<file path="src/rtl/alu_writeback_stage_if.sv">
// Result bus from the ALU into the writeback stage: the payload plus the
// valid/ready handshake that carries it.
interface alu_writeback_stage_if #(
   parameter int DATA_W = 8,
   parameter int FLAG_W = 7,
   parameter int ADDR_W = 3
);
   logic              in_valid;
   logic              in_ready;
   logic [DATA_W-1:0] in_result;
   logic [FLAG_W-1:0] in_flags;
   logic [ADDR_W-1:0] in_dest;
   logic              in_we_reg;
   logic              in_we_flags;

   modport master (
      output in_valid,
      output in_result,
      output in_flags,
      output in_dest,
      output in_we_reg,
      output in_we_flags,
      input  in_ready
   );

   modport slave (
      input  in_valid,
      input  in_result,
      input  in_flags,
      input  in_dest,
      input  in_we_reg,
      input  in_we_flags,
      output in_ready
   );
endinterface

</file>
<file path="src/rtl/alu_writeback_stage.sv">
// ALU writeback: one pending slot, commit into the register file and flag
// register, and forwarded read ports A/B feeding the next ALU operation.
module alu_writeback_stage #(
   parameter int DATA_W    = 8,
   parameter int FLAG_W    = 7,
   parameter int REG_COUNT = 8,
   parameter int ADDR_W    = 3,
   parameter int CNT_W     = 16
) (
   input  logic                  clk,
   input  logic                  rst_n,
   alu_writeback_stage_if.slave  in_bus,
   input  logic                  hold,
   input  logic [1:0]            flag_ctrl,
   input  logic [ADDR_W-1:0]     rd_addr_a,
   output logic [DATA_W-1:0]     rd_data_a,
   input  logic [ADDR_W-1:0]     rd_addr_b,
   output logic [DATA_W-1:0]     rd_data_b,
   output logic [FLAG_W-1:0]     flags_q,
   output logic                  pending,
   output logic [CNT_W-1:0]      retired_count
);

   localparam int                I_BIT      = 4;
   localparam logic [FLAG_W-1:0] I_MASK     = FLAG_W'(1) << I_BIT;
   localparam logic [FLAG_W-1:0] IDLE_FLAGS = FLAG_W'(7'b0001001);

   logic              s1_valid_q,    s1_valid_d;
   logic [DATA_W-1:0] s1_result_q,   s1_result_d;
   logic [FLAG_W-1:0] s1_flags_q,    s1_flags_d;
   logic [ADDR_W-1:0] s1_dest_q,     s1_dest_d;
   logic              s1_we_reg_q,   s1_we_reg_d;
   logic              s1_we_flags_q, s1_we_flags_d;
   logic [DATA_W-1:0] reg_q [REG_COUNT];
   logic [DATA_W-1:0] reg_d [REG_COUNT];
   logic [FLAG_W-1:0] flags_d;
   logic [CNT_W-1:0]  retired_q, retired_d;

   logic commit;
   logic ready;
   logic accept;

   always_comb begin
      commit = s1_valid_q & ~hold;
      ready  = ~s1_valid_q | commit;
      accept = in_bus.in_valid & ready;
   end

   assign in_bus.in_ready = ready;

   always_comb begin
      s1_valid_d    = s1_valid_q;
      s1_result_d   = s1_result_q;
      s1_flags_d    = s1_flags_q;
      s1_dest_d     = s1_dest_q;
      s1_we_reg_d   = s1_we_reg_q;
      s1_we_flags_d = s1_we_flags_q;
      reg_d         = reg_q;
      flags_d       = flags_q;
      retired_d     = retired_q;

      // The slot drains on commit and may refill on the same edge, so a
      // steady stream runs without bubbles.
      if (accept) begin
         s1_valid_d    = 1'b1;
         s1_result_d   = in_bus.in_result;
         s1_flags_d    = in_bus.in_flags;
         s1_dest_d     = in_bus.in_dest;
         s1_we_reg_d   = in_bus.in_we_reg;
         s1_we_flags_d = in_bus.in_we_flags;
      end else if (commit) begin
         s1_valid_d = 1'b0;
      end

      if (commit) begin
         if (s1_we_reg_q) begin
            reg_d[s1_dest_q] = s1_result_q;
         end
         // The interrupt-enable bit belongs to flag_ctrl, never to the ALU.
         if (s1_we_flags_q) begin
            flags_d = (s1_flags_q & ~I_MASK) | (flags_q & I_MASK);
         end
         retired_d = retired_q + {{(CNT_W-1){1'b0}}, 1'b1};
      end

      case (flag_ctrl)
         2'b01:   flags_d[I_BIT] = 1'b1;
         2'b10:   flags_d[I_BIT] = 1'b0;
         default: ;
      endcase
   end

   always_ff @(posedge clk) begin
      if (!rst_n) begin
         s1_valid_q    <= 1'b0;
         s1_result_q   <= '0;
         s1_flags_q    <= '0;
         s1_dest_q     <= '0;
         s1_we_reg_q   <= 1'b0;
         s1_we_flags_q <= 1'b0;
         for (int i = 0; i < REG_COUNT; i++) begin
            reg_q[i] <= '0;
         end
         flags_q       <= IDLE_FLAGS;
         retired_q     <= '0;
      end else begin
         s1_valid_q    <= s1_valid_d;
         s1_result_q   <= s1_result_d;
         s1_flags_q    <= s1_flags_d;
         s1_dest_q     <= s1_dest_d;
         s1_we_reg_q   <= s1_we_reg_d;
         s1_we_flags_q <= s1_we_flags_d;
         reg_q         <= reg_d;
         flags_q       <= flags_d;
         retired_q     <= retired_d;
      end
   end

   // A pending write is visible to the next ALU op even while held.
   always_comb begin
      rd_data_a = reg_q[rd_addr_a];
      rd_data_b = reg_q[rd_addr_b];
      if (s1_valid_q && s1_we_reg_q && (s1_dest_q == rd_addr_a)) begin
         rd_data_a = s1_result_q;
      end
      if (s1_valid_q && s1_we_reg_q && (s1_dest_q == rd_addr_b)) begin
         rd_data_b = s1_result_q;
      end
   end

   assign pending       = s1_valid_q;
   assign retired_count = retired_q;

endmodule

</file>
<file path="src/flat_wrapper.sv">
// flat-port wrapper written by rule: the top's interface ports become plain ports
module alu_writeback_stage_flat 
#(
   parameter int DATA_W    = 8,
   parameter int FLAG_W    = 7,
   parameter int REG_COUNT = 8,
   parameter int ADDR_W    = 3,
   parameter int CNT_W     = 16
)
  (clk, rst_n, hold, flag_ctrl, rd_addr_a, rd_data_a, rd_addr_b, rd_data_b, flags_q, pending, retired_count, in_bus_in_valid, in_bus_in_result, in_bus_in_flags, in_bus_in_dest, in_bus_in_we_reg, in_bus_in_we_flags, in_bus_in_ready);
  alu_writeback_stage_if #(.DATA_W(DATA_W), .FLAG_W(FLAG_W), .ADDR_W(ADDR_W)) in_bus_i ();
  input  logic clk;
  input  logic rst_n;
  input  logic hold;
  input  logic [1:0] flag_ctrl;
  input  logic [ADDR_W-1:0] rd_addr_a;
  output logic [DATA_W-1:0] rd_data_a;
  input  logic [ADDR_W-1:0] rd_addr_b;
  output logic [DATA_W-1:0] rd_data_b;
  output logic [FLAG_W-1:0] flags_q;
  output logic pending;
  output logic [CNT_W-1:0] retired_count;
  input wire logic [$bits(in_bus_i.in_valid)-1:0] in_bus_in_valid;
  input wire logic [$bits(in_bus_i.in_result)-1:0] in_bus_in_result;
  input wire logic [$bits(in_bus_i.in_flags)-1:0] in_bus_in_flags;
  input wire logic [$bits(in_bus_i.in_dest)-1:0] in_bus_in_dest;
  input wire logic [$bits(in_bus_i.in_we_reg)-1:0] in_bus_in_we_reg;
  input wire logic [$bits(in_bus_i.in_we_flags)-1:0] in_bus_in_we_flags;
  output wire logic [$bits(in_bus_i.in_ready)-1:0] in_bus_in_ready;
  assign in_bus_i.in_valid = in_bus_in_valid;
  assign in_bus_i.in_result = in_bus_in_result;
  assign in_bus_i.in_flags = in_bus_in_flags;
  assign in_bus_i.in_dest = in_bus_in_dest;
  assign in_bus_i.in_we_reg = in_bus_in_we_reg;
  assign in_bus_i.in_we_flags = in_bus_in_we_flags;
  assign in_bus_in_ready = in_bus_i.in_ready;
  alu_writeback_stage #(.DATA_W(DATA_W), .FLAG_W(FLAG_W), .REG_COUNT(REG_COUNT), .ADDR_W(ADDR_W), .CNT_W(CNT_W)) u_core (.clk(clk), .rst_n(rst_n), .in_bus(in_bus_i), .hold(hold), .flag_ctrl(flag_ctrl), .rd_addr_a(rd_addr_a), .rd_data_a(rd_data_a), .rd_addr_b(rd_addr_b), .rd_data_b(rd_data_b), .flags_q(flags_q), .pending(pending), .retired_count(retired_count));
endmodule
</file>
<file path="config.mk">
export PLATFORM = sky130hd
export DESIGN_NAME = alu_writeback_stage_flat
export DESIGN_NICKNAME = d
export VERILOG_FILES = /design/src/rtl/alu_writeback_stage_if.sv /design/src/rtl/alu_writeback_stage.sv /design/src/flat_wrapper.sv
export SDC_FILE = /design/constraint.sdc
export NUM_CORES = 1
export LEC_CHECK = 0
export BUFFER_PORTS_ARGS = -buffer_cell sky130_fd_sc_hd__buf_2
export CAP_MARGIN = 5
export CORE_UTILIZATION = 50
export CTS_CLUSTER_SIZE = 8
export DETAILED_ROUTE_END_ITERATION = 8
export GPL_TIMING_DRIVEN = 0
export PLACE_DENSITY = 0.71
export REMOVE_ABC_BUFFERS = 1
export SYNTH_ARGS = -nofsm -noshare
export SYNTH_HDL_FRONTEND = slang
export SYNTH_SLANG_ARGS = --single-unit
</file>
<file path="constraint.sdc">
create_clock -name clk -period 4.63 [get_ports clk]
set_input_delay 0.2315 -clock clk [delete_from_list [all_inputs] [get_ports clk]]
set_output_delay 0.2315 -clock clk [all_outputs]
set_load 0.005 [all_outputs]
</file>
==> impl_metrics.sql, run 1 <==
INSERT INTO impl_metrics (metric_group, metric, value, unit) VALUES
('setup_path', 'worstPathMaxFanout', '10', ''),
('timing', 'max_slew_margin', '0.398', ''),
('die', 'floorplan.die_area', '11700', 'um2'),
('finish', 'n_fill_cell', '962', ''),
('setup_path', 'critPathRequiredTime', '4400', 'ps'),
('cts', 'numClockSinks', '107', ''),
('global_route', 'grt_use_total', '0.230', ''),
('power_and_ir_drop', 'peak_supply_drop', '0.250', 'mV'),
('finish', 'num_antenna_cells', '0', ''),
('detailed_routing', 'wirelength_met1', '6060', 'um'),
('die', 'pin_count', '73', ''),
('cts', 'tritoncts_clock_tree', 'yes', ''),
('detailed_routing', 'totalWireLength', '12900', 'um'),
('detailed_routing', 'highest-signal-layer', 'met4', ''),
('die', 'die-height', '108', 'um'),
('status', 'status', 'finished, final reports clean', ''),
('placed_design', 'gp_congestion', '0.758', ''),
('die', 'rows', '38', ''),
('setup_path', 'regToRegSetupSlack', '2240', 'ps'),
('yosys', 'post_synthesis_instance_area', '5650', 'um2'),
('power_and_ir_drop', 'cell_internal_power', '1.48', 'mW'),
('global_route', 'largest_net_degree_at_the_start_of_global_routing', '69', ''),
('yosys', 'ys_top_cells_by_area', 'dfxtp_1, mux4_1, mux2i_1, mux2_2, nor2b_1', ''),
('setup_path', 'cp.arrival', '2450', 'ps'),
('power_and_ir_drop', 'p_leak', '2.72', 'nW'),
('power_and_ir_drop', 'sw_frac_of_total', '0.229', ''),
('yosys', 'synth_top_cell_area_share', '0.379', ''),
('detailed_routing', 'wl_met2', '6150', 'um'),
('global_route', 'grt_overflow', '0', ''),
('finish', 'multiInputGateArea', '3280', 'um2'),
('cts', 'post-cts-setup-buffers', '0', ''),
('setup_path', 'cpMaxStageDelayCell', 'nor4_4', ''),
('cts', 'clock_insertion_delay_worst_skew', '340', 'ps'),
('power_and_ir_drop', 'p_clk_frac', '0.442', ''),
('finish', 'final_layout_size_suffix_gt1_frac', '0.228', ''),
('timing', 'max_freq', '374', 'MHz'),
('setup_path', 'timing.critical_path.from_type', 'flop', ''),
('yosys', 'synth.avg_cell_area', '10.7', 'um2'),
('placed_design', 'post-place-ws', '2150', 'ps'),
('global_route', 'first_pass_grt_wire_length', '20300', 'um'),
('global_route', 'initial_antenna_violation_count', '0', ''),
('timing', 'report.final.slew_viol_count', '0', ''),
('cts', 'post_cts_resized', '0', ''),
('timing', 'worstMarginPinSlew', '900', 'ps'),
('die', 'initial_standard_cell_utilization_of_the_core', '0.517', ''),
('placed_design', 'portBuffers', '71', ''),
('job', 'max_cap_violations', '0', ''),
('finish', 'synthToLayoutAreaGrowth', '12.0', '%'),
('die', 'floorplan.die.width', '108', 'um'),
('setup_path', 'worstSetupPathType', 'reg -> out', ''),
('die', 'core_area', '10900', 'um2'),
('cts', 'number_of_buffers_added_by_the_clock_tree_synthesis_step', '9', ''),
('detailed_routing', 'dr.pass1.iters', '4', ''),
('power_and_ir_drop', 'sequentialPowerShare', '0.498', ''),
('finish', 'num-nets-final', '603', ''),
('yosys', 'synth-main-ff-cell', 'dfxtp_1', ''),
('yosys', 'yosys.area.top_type', 'dfxtp_1', ''),
('cts', 'path_clk_slew', '70', 'ps'),
('timing', 'setup_viol_count_final', '0', ''),
('setup_path', 'slowest_delay', '820', 'ps'),
('yosys', 'synth.yosys.seq_area_share', '0.379', ''),
('detailed_routing', 'dr_total_vias', '4007', ''),
('setup_path', 'worstPathCellList', 'nand2_1 > nor4_4 > mux2_2 > buf_2', ''),
('power_and_ir_drop', 'p_comb_frac', '0.060', ''),
('yosys', 'synth-edff-count', '0', ''),
('power_and_ir_drop', 'net-switching-power', '0.439', 'mW'),
('timing', 'timing_hold_violations_final', '0', ''),
('timing', 'worst_clock_skew', '9.78', 'ps'),
('timing', 'share_of_the_clock_period_used_by_the_worst_path_after_layout', '0.578', ''),
('detailed_routing', 'post-route-drc-count', '0', ''),
('min_path', 'hold_class', 'in -> reg', '');
-- logic make-up after synthesis --
family                   after synthesis  share of synthesized area
AND/OR/NAND/NOR                      190                      0.182
AO/OA/AOI/OAI                         50                     0.0620
adder cells (fa/ha/maj)                2                    0.00443
XOR/XNOR                              18                     0.0279
buffers and inverters                 47                     0.0430
multiplexers                         116                      0.302
flip-flops                           107                      0.379
-- layout make-up --
class                           instances  area share
Inverter                                1    0.000593
Timing Repair Buffer                   74      0.0629
Clock buffer                           10      0.0378
Sequential cell                       107       0.338
Tap cell                              140      0.0277
Multi-Input combinational cell        376       0.518
Clock inverter                          6      0.0150
-- cells in the mapped netlist (all sizes together) (9+ instances only) --
library cell    n
dfxtp         107
nand2          73
mux2i          52
nor2b          52
a21boi         40
mux2           32
mux4           32
clkbuf         31
nand3          20
buf            15
and2           13
xor2           13
o21ai           9
-- power by group through the flow --
stage	Combinational (mW)	Sequential [mW]	Clock [mW]
floorplan	0.0563	0.968	0
global placement	0.112	0.973	0
detailed placement	0.115	0.974	0
CTS	0.116	0.953	0.863
global route	0.124	0.956	0.893
finish	0.115	0.953	0.847
-- registers in the layout, summed over array words and instances, names as in the netlist --
signal	cells
u_core.s1_we_reg_q	1
u_core.retired_count	16
u_core.s1_flags_q	6
u_core.s1_dest_q	3
u_core.flags_q	7
u_core.reg_q	64
u_core.s1_result_q	8
u_core.pending	1
u_core.s1_we_flags_q	1
-- worst max-delay path: cells and delay by family (launching register included) --
kind | cells | cell delay [ps]
flip-flops | 1 | 510
AND/OR/NAND/NOR | 2 | 1040
buffers and inverters | 1 | 130
multiplexers | 1 | 430
-- through the flow --
step	cell area (um2)	power, mW	util	hold WS [ps]	instances
floorplan	5410	1.02	-	303	484
global placement	5940	1.09	0.543	455	695
detailed placement	5990	1.09	0.548	461	698
CTS	6330	1.93	0.579	124	714
global route	6330	1.97	0.579	127	714
finish	6330	1.91	0.579	130	714
-- layer usage --
layer | vias up | global-route usage
li1 | 1962 | -
met1 | 1928 | 0.301
met2 | 104 | 0.390
met3 | 13 | 0.0344
met4 | 0 | 0.0705
met5 | - | 0
-- final timing paths --
check                       startpoint                     to  cells past startpoint
setup reg to reg        u_core.pending       u_core.reg_q[23]                      5
hold / removal     in_bus_in_result[4]  u_core.s1_result_q[4]                      3
setup / recovery        u_core.pending           rd_data_b[0]                      4
hold reg to reg   u_core.s1_flags_q[2]   u_core.s1_flags_q[2]                      2
-- placed cells by master, fill, tap and decap left out, types with 3 or more instances in the layout --
cell,synthesis,final
dfxtp_1,107,107
nand2_1,73,73
buf_2,9,71
mux2i_1,52,52
nor2b_1,52,52
a21boi_0,40,40
mux2_2,32,32
mux4_1,28,28
nand3_1,20,20
xor2_1,13,13
and2_1,13,13
o21ai_0,9,9
clkbuf_16,0,9
nand4_1,5,5
xnor2_1,5,5
mux4_2,4,4
nand3b_1,3,3
nor2_1,3,3
nand2b_1,3,3
nor4_1,3,3
nor3_1,3,3
Note: power is estimated with default switching activity, not from simulation.
==> run 2: changes to the inputs <==
--- a/config.mk
+++ b/config.mk
@@ -11,7 +11,7 @@
 export CTS_CLUSTER_SIZE = 8
 export DETAILED_ROUTE_END_ITERATION = 8
 export GPL_TIMING_DRIVEN = 0
-export PLACE_DENSITY = 0.71
+export PLACE_DENSITY = 0.73
 export REMOVE_ABC_BUFFERS = 1
 export SYNTH_ARGS = -nofsm -noshare
 export SYNTH_HDL_FRONTEND = slang
==> constraint.sdc (replaced) <==
create_clock -name clk -period 2.25 [get_ports clk]
set_input_delay 0.1125 -clock clk [delete_from_list [all_inputs] [get_ports clk]]
set_output_delay 0.1125 -clock clk [all_outputs]
set_load 0.005 [all_outputs]
==> impl_metrics.sql, run 2 (synthesis gave the netlist of run 1 again) <==
INSERT INTO impl_metrics (metric_group, metric, value, unit) VALUES
('timing', 'max_slew_margin', '0.479', ''),
('setup_path', 'worstSetupPathType', 'reg -> out', ''),
('power_and_ir_drop', 'p_leak', '2.74', 'nW'),
('finish', 'final_layout_size_suffix_gt1_frac', '0.239', ''),
('global_route', 'grt_use_total', '0.235', ''),
('setup_path', 'timing.critical_path.from_type', 'flop', ''),
('status', 'status', 'finished, final reports clean', ''),
('die', 'rows', '38', ''),
('finish', 'final_core_utilization', '0.581', ''),
('die', 'floorplan.die.width', '108', 'um'),
('placed_design', 'portBuffers', '71', ''),
('setup_path', 'regToRegSetupSlack', '180', 'ps'),
('cts', 'numClockSinks', '107', ''),
('cts', 'number_of_buffers_added_by_the_clock_tree_synthesis_step', '9', ''),
('finish', 'number_of_flip_flops_under_the_largest_register_name', '64', ''),
('timing', 'worstMarginPinSlew', '780', 'ps'),
('setup_path', 'cp-end-kind', 'output port', ''),
('cts', 'ctsLongestPathBuffers', '2', ''),
('finish', 'most-common-layout-cells', 'dfxtp_1, nand2_1, buf_2, mux2i_1, nor2b_1', ''),
('detailed_routing', 'postRouteAntennaNets', '0', ''),
('finish', 'regMostFlops', 'u_core.reg_q', ''),
('setup_path', 'slowest_delay', '420', 'ps'),
('setup_path', 'cp.arrival', '2020', 'ps'),
('global_route', 'first_pass_grt_wire_length', '20800', 'um'),
('cts', 'root_buffer', 'clkbuf_16', ''),
('placed_design', 'post_dp_cell_area', '5990', 'um2'),
('placed_design', 'gp_congestion', '0.737', ''),
('cts', 'tritoncts_clock_tree', 'yes', ''),
('finish', 'most_common_cell_after_layout_fill_and_taps_aside', 'dfxtp_1', ''),
('finish', 'finalInstanceArea', '6350', 'um2'),
('min_path', 'worst_hold_path.num_cells', '3', ''),
('global_route', 'grt_overflow', '0', ''),
('power_and_ir_drop', 'peak_supply_drop', '0.414', 'mV'),
('timing', 'report.final.slew_viol_count', '0', ''),
('min_path', 'hold_class', 'in -> reg', ''),
('detailed_routing', 'wire_per_inst', '18.0', 'um'),
('power_and_ir_drop', 'pwr_density_cell', '606', 'nW/um2'),
('min_path', 'holdCritStartpoint', 'in_bus_in_dest[1]', ''),
('setup_path', 'timing.reg2reg.worst_path_depth', '4', ''),
('global_route', 'initial_antenna_violation_count', '0', ''),
('timing', 'share_of_the_clock_period_used_by_the_worst_path_after_layout', '0.947', ''),
('die', 'core_area', '10900', 'um2'),
('cts', 'clock_insertion_delay_worst_skew', '340', 'ps'),
('finish', 'num-nets-final', '608', ''),
('die', 'pin_count', '73', ''),
('detailed_routing', 'post-route-drc-count', '0', ''),
('setup_path', 'cpMaxStageDelayCell', 'dfxtp_2', ''),
('setup_path', 'worstPathCellList', 'nand2_1 > nor4_4 > buf_4 > mux2_2 > buf_2', ''),
('timing', 'max_freq', '469', 'MHz'),
('job', 'max_cap_violations', '0', ''),
('global_route', 'vias_in_the_first_global_route', '4066', ''),
('cts', 'path_clk_slew', '70', 'ps'),
('die', 'die-height', '108', 'um'),
('die', 'floorplan.die_area', '11700', 'um2'),
('setup_path', 'rr_startpoint', 'u_core.s1_dest_q[0]', ''),
('timing', 'timing.final.crit_period', '2130', 'ps'),
('detailed_routing', 'drt_iter0_markers', '188', ''),
('finish', 'synthToLayoutAreaGrowth', '12.4', '%'),
('setup_path', 'critPathRequiredTime', '2140', 'ps'),
('setup_path', 'worstPathMaxFanout', '10', ''),
('detailed_routing', 'totalWireLength', '12900', 'um'),
('timing', 'rsz0062_at_grt', 'no', ''),
('placed_design', 'hpwlAfterDp', '8390', 'um'),
('detailed_routing', 'dr_total_vias', '4145', ''),
('timing', 'setup_viol_count_final', '0', ''),
('global_route', 'largest_net_degree_at_the_start_of_global_routing', '57', ''),
('cts', 'h-tree-depth', '3', ''),
('min_path', 'hold_path_end', 'u_core.s1_dest_q[1]', ''),
('detailed_routing', 'post_drt_via_cell_ratio', '5.77', ''),
('timing', 'worst_clock_skew', '9.04', 'ps'),
('setup_path', 'reg2reg_to', 'u_core.reg_q[30]', ''),
('timing', 'timing_hold_violations_final', '0', ''),
('detailed_routing', 'dr.pass1.iters', '4', ''),
('finish', 'num_antenna_cells', '0', ''),
('die', 'initial_standard_cell_utilization_of_the_core', '0.517', '');
[run 2: cell types whose count changed in the layout (fill, tap and decap cells not counted), sizes merged]
cell and delta:
clkinv +1, buf +5, inv -2
[run 2: power breakdown]
part           leakage [nW]  switching [mW]  internal, mW  total (mW)
logic                  1.72           0.128         0.104       0.232
registers             0.866          0.0471          1.92        1.97
clock network         0.152           0.686         0.968        1.65
[run 2: worst max-delay path by stage]
stage,start,to,slack (ps),cells past startpoint
floorplan,u_core.pending,u_core.reg_q[32],80,4
global placement,u_core.pending,u_core.reg_q[32],-950,4
detailed placement,u_core.pending,u_core.reg_q[17],-30,5
CTS,u_core.pending,u_core.reg_q[54],20,4
global route,u_core.s1_dest_q[0],rd_data_a[3],30,5
finish,u_core.pending,rd_data_a[3],120,5
[run 2: metal layers]
layer / GRT usage / up-vias / wire (um)
li1: - / 1974 / -
met1: 0.302 / 2012 / 5700
met2: 0.389 / 138 / 6180
met3: 0.0440 / 21 / 776
met4: 0.0965 / 0 / 279
met5: 0 / - / 0
[run 2: stage by stage]
step / power [mW] / hold slack [ps] / instances / TNS (ps) / setup WS, ps
2_1_floorplan: 2.11 / 184 / 484 / 0 / 81.9
6_report: 3.85 / 1.38 / 718 / 0 / 119
3_5_place_dp: 2.24 / 370 / 698 / -90.1 / -31.4
3_3_place_gp: 2.23 / 368 / 695 / -14600 / -948
4_1_cts: 3.88 / 6.13 / 717 / 0 / 20.8
5_1_grt: 3.99 / 0.0604 / 718 / 0 / 31.3
[run 2: layout make-up]
type	count	area [um2]
fill	954	4580
tap	140	175
clock buffer	10	229
multi-input combinational	376	3280
clock inverter	5	78.8
timing repair buffer	79	435
sequential	107	2150
inverter	1	3.75
[run 2: timing repair]
action                                  CTS  global route
gates resized for setup                   2             3
endpoints found under the setup margin   28            48
hold buffers                              0             0
pin swaps                                 2             1
buffers inserted                          4             1
cloned                                    0             0
[run 2: worst max-delay path, delay by kind of cell, from the launching register on]
family,cells,cell delay (ps)
DFF,1,420
and+or+nand+nor,2,520
buffers and inverters,2,370
muxes,1,370
